$ cat src/rtl/imem_loader_if.sv
// rtl/imem_loader_if.sv - word stream in and byte memory write port of the program loader
// Purpose: bundles the loader's two bus-style ports.
//   in_valid/in_word/in_ready : 32-bit instruction word stream (valid/ready)
//   mem_we/mem_addr/mem_wdata : byte write port into the instruction memory
// master = the loader (stream sink, memory writer); slave = its environment.
interface imem_loader_if;
   logic        in_valid;
   logic [31:0] in_word;
   logic        in_ready;
   logic        mem_we;
   logic [31:0] mem_addr;
   logic [7:0]  mem_wdata;

   modport master (
      input  in_valid, in_word,
      output in_ready, mem_we, mem_addr, mem_wdata
   );

   modport slave (
      output in_valid, in_word,
      input  in_ready, mem_we, mem_addr, mem_wdata
   );
endinterface

$ cat src/rtl/imem_loader.sv
// rtl/imem_loader.sv - loads 32-bit words into a byte memory as four big-endian byte writes
// Purpose: on start, accepts word_count words from the stream and writes each
// one as mem[a]=w[31:24] .. mem[a+3]=w[7:0], one byte per cycle.
// Ports:
//   clk, rst_n     : clock (rising edge), asynchronous active-low reset
//   start_i        : one-cycle load request, honoured only in IDLE
//   base_addr_i    : byte address of the first word (must be 4-aligned)
//   word_count_i   : number of words to load
//   busy_o         : load in progress (WAIT_WORD or WRITE)
//   done_o         : one-cycle completion pulse
//   err_o          : sticky error (misaligned base or memory overflow)
//   bus            : word stream in / byte write port out (master side)
module imem_loader #(
   parameter int unsigned MEM_BYTES = 512,
   parameter int unsigned CNT_W     = 9
) (
   input  logic             clk,
   input  logic             rst_n,
   input  logic             start_i,
   input  logic [31:0]      base_addr_i,
   input  logic [CNT_W-1:0] word_count_i,
   output logic             busy_o,
   output logic             done_o,
   output logic             err_o,
   imem_loader_if.master    bus
);

   typedef enum logic [1:0] {IDLE, WAIT_WORD, WRITE, DONE} state_t;

   localparam logic [32:0] LAST_BYTE = 33'(MEM_BYTES - 1);

   state_t           state_q;
   logic [31:0]      addr_q;
   logic [31:0]      word_q;
   logic [CNT_W-1:0] remain_q;
   logic [1:0]       k_q;
   logic             err_q;
   logic [32:0]      end_addr;

   // Computed one bit wider so a word near the top of the 32-bit space
   // cannot wrap around and slip past the bounds check.
   assign end_addr = {1'b0, addr_q} + 33'd3;

   always_ff @(posedge clk or negedge rst_n) begin
      if (!rst_n) begin
         state_q  <= IDLE;
         addr_q   <= '0;
         word_q   <= '0;
         remain_q <= '0;
         k_q      <= '0;
         err_q    <= 1'b0;
      end else begin
         case (state_q)
            IDLE: begin
               if (start_i) begin
                  err_q    <= 1'b0;
                  addr_q   <= base_addr_i;
                  remain_q <= word_count_i;
                  if (base_addr_i[1:0] != 2'b00) begin
                     err_q   <= 1'b1;
                     state_q <= DONE;
                  end else if (word_count_i == '0) begin
                     state_q <= DONE;
                  end else begin
                     state_q <= WAIT_WORD;
                  end
               end
            end
            WAIT_WORD: begin
               if (bus.in_valid) begin
                  word_q <= bus.in_word;
                  k_q    <= 2'd0;
                  // The word is consumed even when it does not fit; the
                  // load is then aborted without touching memory.
                  if (end_addr > LAST_BYTE) begin
                     err_q   <= 1'b1;
                     state_q <= DONE;
                  end else begin
                     state_q <= WRITE;
                  end
               end
            end
            WRITE: begin
               k_q <= k_q + 2'd1;
               if (k_q == 2'd3) begin
                  addr_q   <= addr_q + 32'd4;
                  remain_q <= remain_q - CNT_W'(1);
                  state_q  <= (remain_q == CNT_W'(1)) ? DONE : WAIT_WORD;
               end
            end
            DONE: begin
               state_q <= IDLE;
            end
            default: begin
               state_q <= IDLE;
            end
         endcase
      end
   end

   // All outputs decode directly from flops, so none depends on an input.
   assign bus.in_ready = (state_q == WAIT_WORD);
   assign bus.mem_we   = (state_q == WRITE);
   assign bus.mem_addr = (state_q == WRITE) ? addr_q + {30'd0, k_q} : 32'd0;
   assign busy_o       = (state_q == WAIT_WORD) || (state_q == WRITE);
   assign done_o       = (state_q == DONE);
   assign err_o        = err_q;

   always_comb begin
      bus.mem_wdata = 8'd0;
      if (state_q == WRITE) begin
         case (k_q)
            2'd0:    bus.mem_wdata = word_q[31:24];
            2'd1:    bus.mem_wdata = word_q[23:16];
            2'd2:    bus.mem_wdata = word_q[15:8];
            default: bus.mem_wdata = word_q[7:0];
         endcase
      end
   end

endmodule

$ cat src/flat_wrapper.sv
// flat-port wrapper written by rule: the top's interface ports become plain ports
module imem_loader_flat 
#(
   parameter int unsigned MEM_BYTES = 512,
   parameter int unsigned CNT_W     = 9
)
  (clk, rst_n, start_i, base_addr_i, word_count_i, busy_o, done_o, err_o, bus_in_valid, bus_in_word, bus_in_ready, bus_mem_we, bus_mem_addr, bus_mem_wdata);
  imem_loader_if bus_i ();
  input  logic clk;
  input  logic rst_n;
  input  logic start_i;
  input  logic [31:0] base_addr_i;
  input  logic [CNT_W-1:0] word_count_i;
  output logic busy_o;
  output logic done_o;
  output logic err_o;
  input wire logic [$bits(bus_i.in_valid)-1:0] bus_in_valid;
  input wire logic [$bits(bus_i.in_word)-1:0] bus_in_word;
  output wire logic [$bits(bus_i.in_ready)-1:0] bus_in_ready;
  output wire logic [$bits(bus_i.mem_we)-1:0] bus_mem_we;
  output wire logic [$bits(bus_i.mem_addr)-1:0] bus_mem_addr;
  output wire logic [$bits(bus_i.mem_wdata)-1:0] bus_mem_wdata;
  assign bus_i.in_valid = bus_in_valid;
  assign bus_i.in_word = bus_in_word;
  assign bus_in_ready = bus_i.in_ready;
  assign bus_mem_we = bus_i.mem_we;
  assign bus_mem_addr = bus_i.mem_addr;
  assign bus_mem_wdata = bus_i.mem_wdata;
  imem_loader #(.MEM_BYTES(MEM_BYTES), .CNT_W(CNT_W)) u_core (.clk(clk), .rst_n(rst_n), .start_i(start_i), .base_addr_i(base_addr_i), .word_count_i(word_count_i), .busy_o(busy_o), .done_o(done_o), .err_o(err_o), .bus(bus_i));
endmodule
$ cat config.mk
export PLATFORM = sky130hd
export DESIGN_NAME = imem_loader_flat
export DESIGN_NICKNAME = d
export VERILOG_FILES = /design/src/rtl/imem_loader_if.sv /design/src/rtl/imem_loader.sv /design/src/flat_wrapper.sv
export SDC_FILE = /design/constraint.sdc
export NUM_CORES = 1
export LEC_CHECK = 0
export BUFFER_PORTS_ARGS = -buffer_cell sky130_fd_sc_hd__buf_2
export CAP_MARGIN = 20
export CORE_MARGIN = 2
export CORE_UTILIZATION = 40
export CTS_BUF_LIST = sky130_fd_sc_hd__clkbuf_4 sky130_fd_sc_hd__clkbuf_8
export DETAILED_ROUTE_END_ITERATION = 16
export HOLD_SLACK_MARGIN = 0.1
export PLACE_DENSITY = 0.62
export SLEW_MARGIN = 20
export SYNTH_ARGS = -nofsm -noshare
export SYNTH_HDL_FRONTEND = slang
export SYNTH_SLANG_ARGS = --single-unit
$ cat constraint.sdc
create_clock -name clk -period 2 [get_ports clk]
set_input_delay 0.1 -clock clk [delete_from_list [all_inputs] [get_ports clk]]
set_output_delay 0.1 -clock clk [all_outputs]
set_load 0.01 [all_outputs]
==> metrics.md, run 1 <==
| Metric | Value |
|---|---|
| Nets@finish | 1,122 |
| Unique masters post-synth | 70 |
| Max_slew headroom | 57.8% |
| DR vias/cell | 5.56 |
| Switching fraction of total power | 46.6% |
| Synth top area cells | dfrtp_1 33%, mux2_2 6.6%, a21oi_1 5.4% |
| Detailed Place HPWL | 14,400 um |
| Cell-internal power | 7610 uW |
| Final WL | 21,900 um |
| CTS H-tree lvls | 3 |
| Max_cap viols | 0 |
| Post-placement cell count | 1,074 |
| Period Utilization, post-route | 120% |
| Slew Limit Fails | 0 |
| Area Growth Syn to Fin | 61.6% |
| Number of fill cells | 1,207 |
| Site row count | 44 |
| Die area | 0.0159 mm^2 |
| # DRC | 0 |
| Die Y | 126 um |
| Worst-Margin Slew | 0.633 ns |
| Worst-Skew Late Latency | 0.39 ns |
| Total number of vias | 6,781 |
| Total GRT Usage | 26.5% |
| Drt wl/cell | 18.0 um |
| RSZ-0062 raised after global routing | true |
| Initial antenna violation count | 0 |
| Startpoint Class | flop |
| Number of port buffers | 121 |
| Post-Place Setup Slack | -0.281 ns |
| Die Span X | 126 um |
| Critical Path Source | u_core.addr_q[5] |
| Count leader, synth | dfrtp_1 |
| CP Class | reg2out |
| GP Congestion | 0.897 |
| CP endpoint kind | primary output |
| Reg2reg path depth | 12 |
| Area share of the largest cell type after synthesis | 32.7% |
| Peak supply drop | 0.000826 V |
| CTS max path bufs | 2 |
| Core area | 0.0145 mm^2 |
| Post-route ant nets | 0 |
| Pre-Repair DR Iteration Count | 5 |
| Cts bufs inserted | 9 |
| Worst Hold Class | in2reg |
| Final Hold Viols | 0 |
| Gr ovfl total | 0 |
| Status | complete, but fails checks |
| Worst Slack Setup Final | -0.393 ns |
| Synthesized area | 0.00597 mm^2 |
| Worst-path clk slew | 0.11 ns |
| Minimum clock period | 2.39 ns |
| Cell Count, Final, Fillers Out | 1,219 |
| Placement Cell Area | 0.00761 mm^2 |
| DR iter-0 viols | 583 |
| Reg power frac | 22.4% |
| Syn_nets | 791 |
| Hold Path Depth | 4 |
| Failing checks | negative setup slack |
| First-pass GRT wire length | 34,300 um |
| Finished Cell Area | 0.00965 mm^2 |
| Initial Utilization | 41.1% |
| Crit path DAT | 2.29 ns |
| Cell count after synthesis | 698 |
| Synth warn | 0 |
| Worst Path Max Fanout | 3 |
| Setup violations, final | 41 |
| Seq/Total Area, Yosys | 32.7% |
| EDFF count, synth | 0 |
| Fmax | 418 MHz |
| Commonest cells post-synth | 78 x dfrtp_1, 66 x nand2_1, 64 x a21oi_1 |
| Sink Count | 78 |
| Combinational power share | 68.9% |
| Lkg Pwr | 0.00424 uW |
| Largest net degree at the start of global routing | 98 |
| Share of layout cells above drive strength 1 | 45.0% |
| Io pins | 122 |
| Clk network pwr share | 8.7% |
| Worst Hold Launch | base_addr_i[31] |
| Synth Flop Type | dfrtp_1 |
| Async set-or-reset flop fraction in the synthesized netlist | 100% |
| Post-synthesis register bit count | 78 |
| Worst r2r src | u_core.addr_q[1] |
| Syn avg cell area | 8.55 um^2 |
| Pwr dens | 1480 mW/mm^2 |
| Synth area leader | dfrtp_1 |
| Switching power | 6630 uW |
| Fin Hold WS | 0.126 ns |
| Vias in the first global route | 6,688 |
| Root Driver | clkbuf_8 |
| CTS tree | done |
| Data required time at the worst endpoint | 1.90 ns |
| Clk_skew | 0.0207 ns |
[flip-flops by register name (all words and copies together), names as in the netlist]
signal           cells
u_core.addr_q       32
u_core.err_o         1
u_core.k_q           2
u_core.remain_q      9
u_core.state_q       2
u_core.word_q       32
[power groups by stage]
stage	Combinational, uW	Clock (uW)	Sequential, uW
2_1_floorplan	5100	0	2880
3_3_place_gp	7750	0	3080
3_5_place_dp	7940	0	3110
4_1_cts	8870	1260	3130
5_1_grt	10600	1320	3280
6_report	9810	1240	3190
[logic make-up (layout without fill, tap and decap cells)]
| kind of cell | Yosys count | in the layout | synth area share, % |
|---|---|---|---|
| xor gates and xnor gates | 28 | 28 | 4.11 |
| other | 0 | 1 | 0 |
| muxes | 41 | 41 | 7.61 |
| buffers and inverters | 79 | 415 | 6.77 |
| AOI/OAI and AO/OA | 190 | 190 | 20.0 |
| adders and majority gates | 16 | 16 | 3.48 |
| DFF | 78 | 78 | 32.7 |
| and+or+nand+nor | 266 | 266 | 25.3 |
[through the flow]
stage / utilization, % / setup TNS, ns / total power, uW
final: 66.4 / -9.63 / 14200
after global placement: 52.4 / -1.22 / 10800
after global routing: 66.3 / -13.66 / 15200
after detailed placement: 52.4 / -1.43 / 11100
after CTS: 63.5 / -10.01 / 13300
after floorplan: - / -0.488 / 7970
[metal layers]
layer  global-route usage (%)  vias up  wire length, um
met1                     33.9     3290             9380
met5                        0        -                0
li1                         -     3222                -
met2                     46.0      241            10900
met4                     8.21        0              316
met3                     4.38       28             1290
[cells in the final DEF, fill, tap and decap left out, types with 6 or more instances in the layout]
cell / n
buf_4: 150
buf_2: 120
dlygate4sd3_1: 72
dfrtp_1: 68
a21oi_1: 63
nand2_1: 55
o21ai_0: 39
nor2_1: 35
mux2_2: 35
nand3_1: 29
buf_6: 27
and2_1: 24
nand4_1: 22
o22ai_1: 18
inv_1: 14
xnor2_1: 14
buf_12: 11
dfrtp_2: 10
nand2_2: 9
xor2_1: 9
o211a_1: 9
clkbuf_8: 9
nor4_4: 8
or3_1: 8
a222oi_1: 8
ha_4: 8
nor3_4: 7
ha_1: 7
a21boi_1: 6
a31oi_1: 6
mux2i_1: 6
nor3_1: 6
[path summary, 6_finish.rpt]
check                                    end  slack (ns)
min reg2reg                u_core.word_q[19]        0.51
min                        u_core.addr_q[31]        0.13
min in group asynchronous  u_core.addr_q[13]        0.27
max reg2reg                     u_core.err_o       -0.33
max                         bus_mem_addr[29]       -0.39
max in group asynchronous  u_core.addr_q[17]        1.12
[cell type report]
| class | count | area [um^2] | share of cell area [%] |
|---|---|---|---|
| clock buffers | 9 | 124 | 1.28 |
| diodes | 1 | 2.50 | 0.0259 |
| repair buffers | 382 | 3020 | 31.3 |
| well taps | 184 | 230 | 2.39 |
| inverters | 17 | 66.3 | 0.688 |
| clock inverters | 7 | 63.8 | 0.662 |
| flip-flops and latches | 78 | 1960 | 20.4 |
| multi-input cells | 541 | 4170 | 43.3 |
[worst max-delay path, cell delays in order (launching register included)]
cell	delay, ns
dfrtp_1	0.43
nand4_4	0.15
or3_4	0.39
or3_4	0.36
or3_4	0.33
a21boi_2	0.12
buf_2	0.14
[timing repair]
| item | 4_1_cts | 5_1_grt |
|---|---|---|
| hold buffers | 72 | 0 |
| setup buffers | 38 | 19 |
| endpoints found under the hold margin | 111 | 0 |
| cloned | 1 | 2 |
| gates resized for setup | 98 | 51 |
| setup endpoints to repair | 49 | 66 |
| pin swaps | 44 | 37 |
Note: power is estimated with default switching activity, not from simulation.
==> run 2, diff against run 1 <==
- PLACE_DENSITY: 0.62 -> default
==> run 2 against run 1 <==
  * The flow still finishes with violations (negative setup slack)
  * Via count shrank 0.90%
  * First-iteration DRC count shrank 41%
  * Power grew 1.7%
  * Hold slack lost 0.021 ns
  * Sequential share of layout area shrank 0.082 points
  * Routed wire length shrank 0.71%
==> metrics.md, run 2 (synthesis results as in run 1) <==
| Metric | Value |
|---|---|
| Number of port buffers | 121 (unchanged) |
| Final Hold Viols | 0 (unchanged) |
| Gr ovfl total | 0 (unchanged) |
| Hold Path Depth | 5 (was 4) |
| Area Growth Syn to Fin | 62.5% (was 61.6%) |
| Site row count | 44 (unchanged) |
| Most frequent cells in the layout | 141 x buf_4, 117 x buf_2, 69 x dlygate4sd3_1, 66 x dfrtp_1, 59 x a21oi_1 (was 150 x buf_4, 120 x buf_2, 72 x dlygate4sd3_1, 68 x dfrtp_1, 63 x a21oi_1) |
| Largest net degree at the start of global routing | 47 (was 98) |
| GP Congestion | 0.995 (was 0.897) |
| Max_slew headroom | 55.7% (was 57.8%) |
| Peak supply drop | 0.000931 V (was 0.000826 V) |
| Failing checks | negative setup slack (unchanged) |
| Clk_skew | 0.0190 ns (was 0.0207 ns) |
| Startpoint Class | flop (unchanged) |
| Cts bufs inserted | 9 (unchanged) |
| Number of fill cells | 1,164 (was 1,207) |
| Max_cap viols | 0 (unchanged) |
| Cell Count, Final, Fillers Out | 1,212 (was 1,219) |
| R2R Setup Slk | -0.38 ns (was -0.33 ns) |
| CTS max path bufs | 2 (unchanged) |
| Io pins | 122 (unchanged) |
| Post-route ant nets | 0 (unchanged) |
| Crit path DAT | 2.64 ns (was 2.29 ns) |
| Period Utilization, post-route | 119% (was 120%) |
| Worst r2r src | u_core.addr_q[1] (unchanged) |
| Fmax | 421 MHz (was 418 MHz) |
| CP endpoint kind | flop (was primary output) |
| # DRC | 0 (unchanged) |
| Worst Hold Launch | word_count_i[1] (was base_addr_i[31]) |
| Detailed Place HPWL | 14,500 um (was 14,400 um) |
| Sink Count | 78 (unchanged) |
| Nets@finish | 1,115 (was 1,122) |
| Pwr dens | 1490 mW/mm^2 (was 1480 mW/mm^2) |
| Worst-path clk slew | 0.09 ns (was 0.11 ns) |
| Most common cell after layout, fill and taps aside | buf_4 (unchanged) |
| Sequential cell area | 0.00197 mm^2 (was 0.00196 mm^2) |
| Endpoint of the worst hold path | u_core.remain_q[1] (was u_core.addr_q[31]) |
| Worst-Skew Late Latency | 0.38 ns (was 0.39 ns) |
| Die Y | 126 um (unchanged) |
| Die Span X | 126 um (unchanged) |
| Worst-Margin Slew | 0.665 ns (was 0.633 ns) |
| Data required time at the worst endpoint | 2.27 ns (was 1.90 ns) |
| Share of layout cells above drive strength 1 | 46.4% (was 45.0%) |
| Final WL | 21,800 um (was 21,900 um) |
| Setup TNS | -9.28 ns (was -9.63 ns) |
| Drt wl/cell | 17.9 um (was 18.0 um) |
| Minimum clock period | 2.38 ns (was 2.39 ns) |
| Reg-to-reg endpoint | u_core.err_o (unchanged) |
| Slew Limit Fails | 0 (unchanged) |
| Lkg Pwr | 0.00425 uW (was 0.00424 uW) |
| DR iter-0 viols | 342 (was 583) |
| Total GRT Usage | 27.1% (was 26.5%) |
| Setup violations, final | 41 (unchanged) |
| CTS tree | done (unchanged) |
| Fin Hold WS | 0.104 ns (was 0.126 ns) |
| Worst Hold Class | in2reg (unchanged) |
| First-pass GRT wire length | 34,500 um (was 34,300 um) |
| Area of the multi-input gates | 0.00419 mm^2 (was 0.00417 mm^2) |
| Total number of vias | 6,720 (was 6,781) |
| Initial antenna violation count | 1 (was 0) |
| Final Power | 14,500 uW (was 14,200 uW) |
| Initial Utilization | 41.1% (unchanged) |
| Worst Slack Setup Final | -0.377 ns (was -0.393 ns) |
| Status | complete, but fails checks (unchanged) |
| Post-placement cell count | 1,074 (unchanged) |
| DR vias/cell | 5.54 (was 5.56) |
| Die area | 0.0159 mm^2 (unchanged) |
| Core area | 0.0145 mm^2 (unchanged) |
| CP Class | reg2reg (was reg2out) |
| Worst Path Max Fanout | 5 (was 3) |
| Vias in the first global route | 6,867 (was 6,688) |
| RSZ-0062 raised after global routing | true (unchanged) |
| Pre-Repair DR Iteration Count | 5 (unchanged) |
| Root Driver | clkbuf_8 (unchanged) |
| Registers with the most flip-flops | u_core.addr_q x32, u_core.word_q x32, u_core.remain_q x9 (unchanged) |
| Reg2reg path depth | 11 (was 12) |
| CTS H-tree lvls | 3 (unchanged) |
-- run 2: changes by cell type in the layout (fill, tap and decap cells not counted), sizes merged --
cell         before  now
buf             308  303
clkinv            1    4
dlygate4sd3      72   69
inv              21   18
clkinvlp          2    0
bufbuf            0    1
bufinv            0    1
clkbuf           11   12
-- run 2: what timing repair did --
action | 4_1_cts | 5_1_grt
pin swaps | 67 | 49
setup endpoints to repair | 54 | 77
resized for setup | 127 | 49
endpoints found under the hold margin | 111 | 0
setup buffers | 43 | 12
hold buffers | 69 | 0
cloned | 2 | 2
-- run 2: worst max-delay path by stage --
stage | start | to | slack, ns | cells past startpoint
5_1_grt | u_core.addr_q[1] | u_core.err_o | -0.54 | 11
4_1_cts | u_core.addr_q[4] | bus_mem_addr[29] | -0.41 | 6
2_1_floorplan | u_core.addr_q[1] | u_core.state_q[0] | -0.17 | 9
3_5_place_dp | u_core.addr_q[11] | u_core.err_o | -0.33 | 8
6_report | u_core.addr_q[1] | u_core.err_o | -0.38 | 11
3_3_place_gp | u_core.addr_q[16] | u_core.err_o | -0.40 | 8
-- run 2: metal layers --
metal | share of wire, % | wire [um] | vias up | track usage (%)
li1 | - | - | 3200 | -
met1 | 41 | 9010 | 3227 | 33.6
met2 | 50 | 10800 | 250 | 46.5
met3 | 6.4 | 1400 | 43 | 5.40
met4 | 2.5 | 552 | 0 | 9.76
met5 | 0 | 0 | - | 1.55
-- run 2: per-stage QoR --
stage / cell area (um^2) / setup slack, ns / utilization, %
finish: 9700 / -0.377 / 66.7
global route: 9700 / -0.538 / 66.7
CTS: 9410 / -0.411 / 64.8
detailed placement: 7600 / -0.331 / 52.3
global placement: 7600 / -0.401 / 52.3
floorplan: 6020 / -0.169 / -
-- run 2: area by class of cell --
| cell class | count | area share (%) |
|---|---|---|
| sequential | 78 | 20.3 |
| clock inverter | 6 | 0.723 |
| multi-input combinational | 541 | 43.2 |
| clock buffer | 10 | 1.35 |
| inverter | 17 | 0.748 |
| timing repair buffer | 375 | 31.3 |
| antenna | 1 | 0.0258 |
| tap | 184 | 2.37 |
-- run 2: worst max-delay path, stage by stage (launching register included) --
cell       delay (ns)
dfrtp_1          0.39
buf_6            0.12
inv_4            0.03
ha_4             0.14
nand4b_1         0.18
buf_6            0.15
nor4_4           0.32
nand4_1          0.16
a22oi_2          0.23
o2111ai_2        0.18
o31ai_2          0.26
nand3_1          0.10
-- run 2: where the power goes --
group          internal [uW]  switching, uW  total [uW]
Combinational           4870           5110        9980
Clock                    603            702        1300
Sequential              2420            778        3200
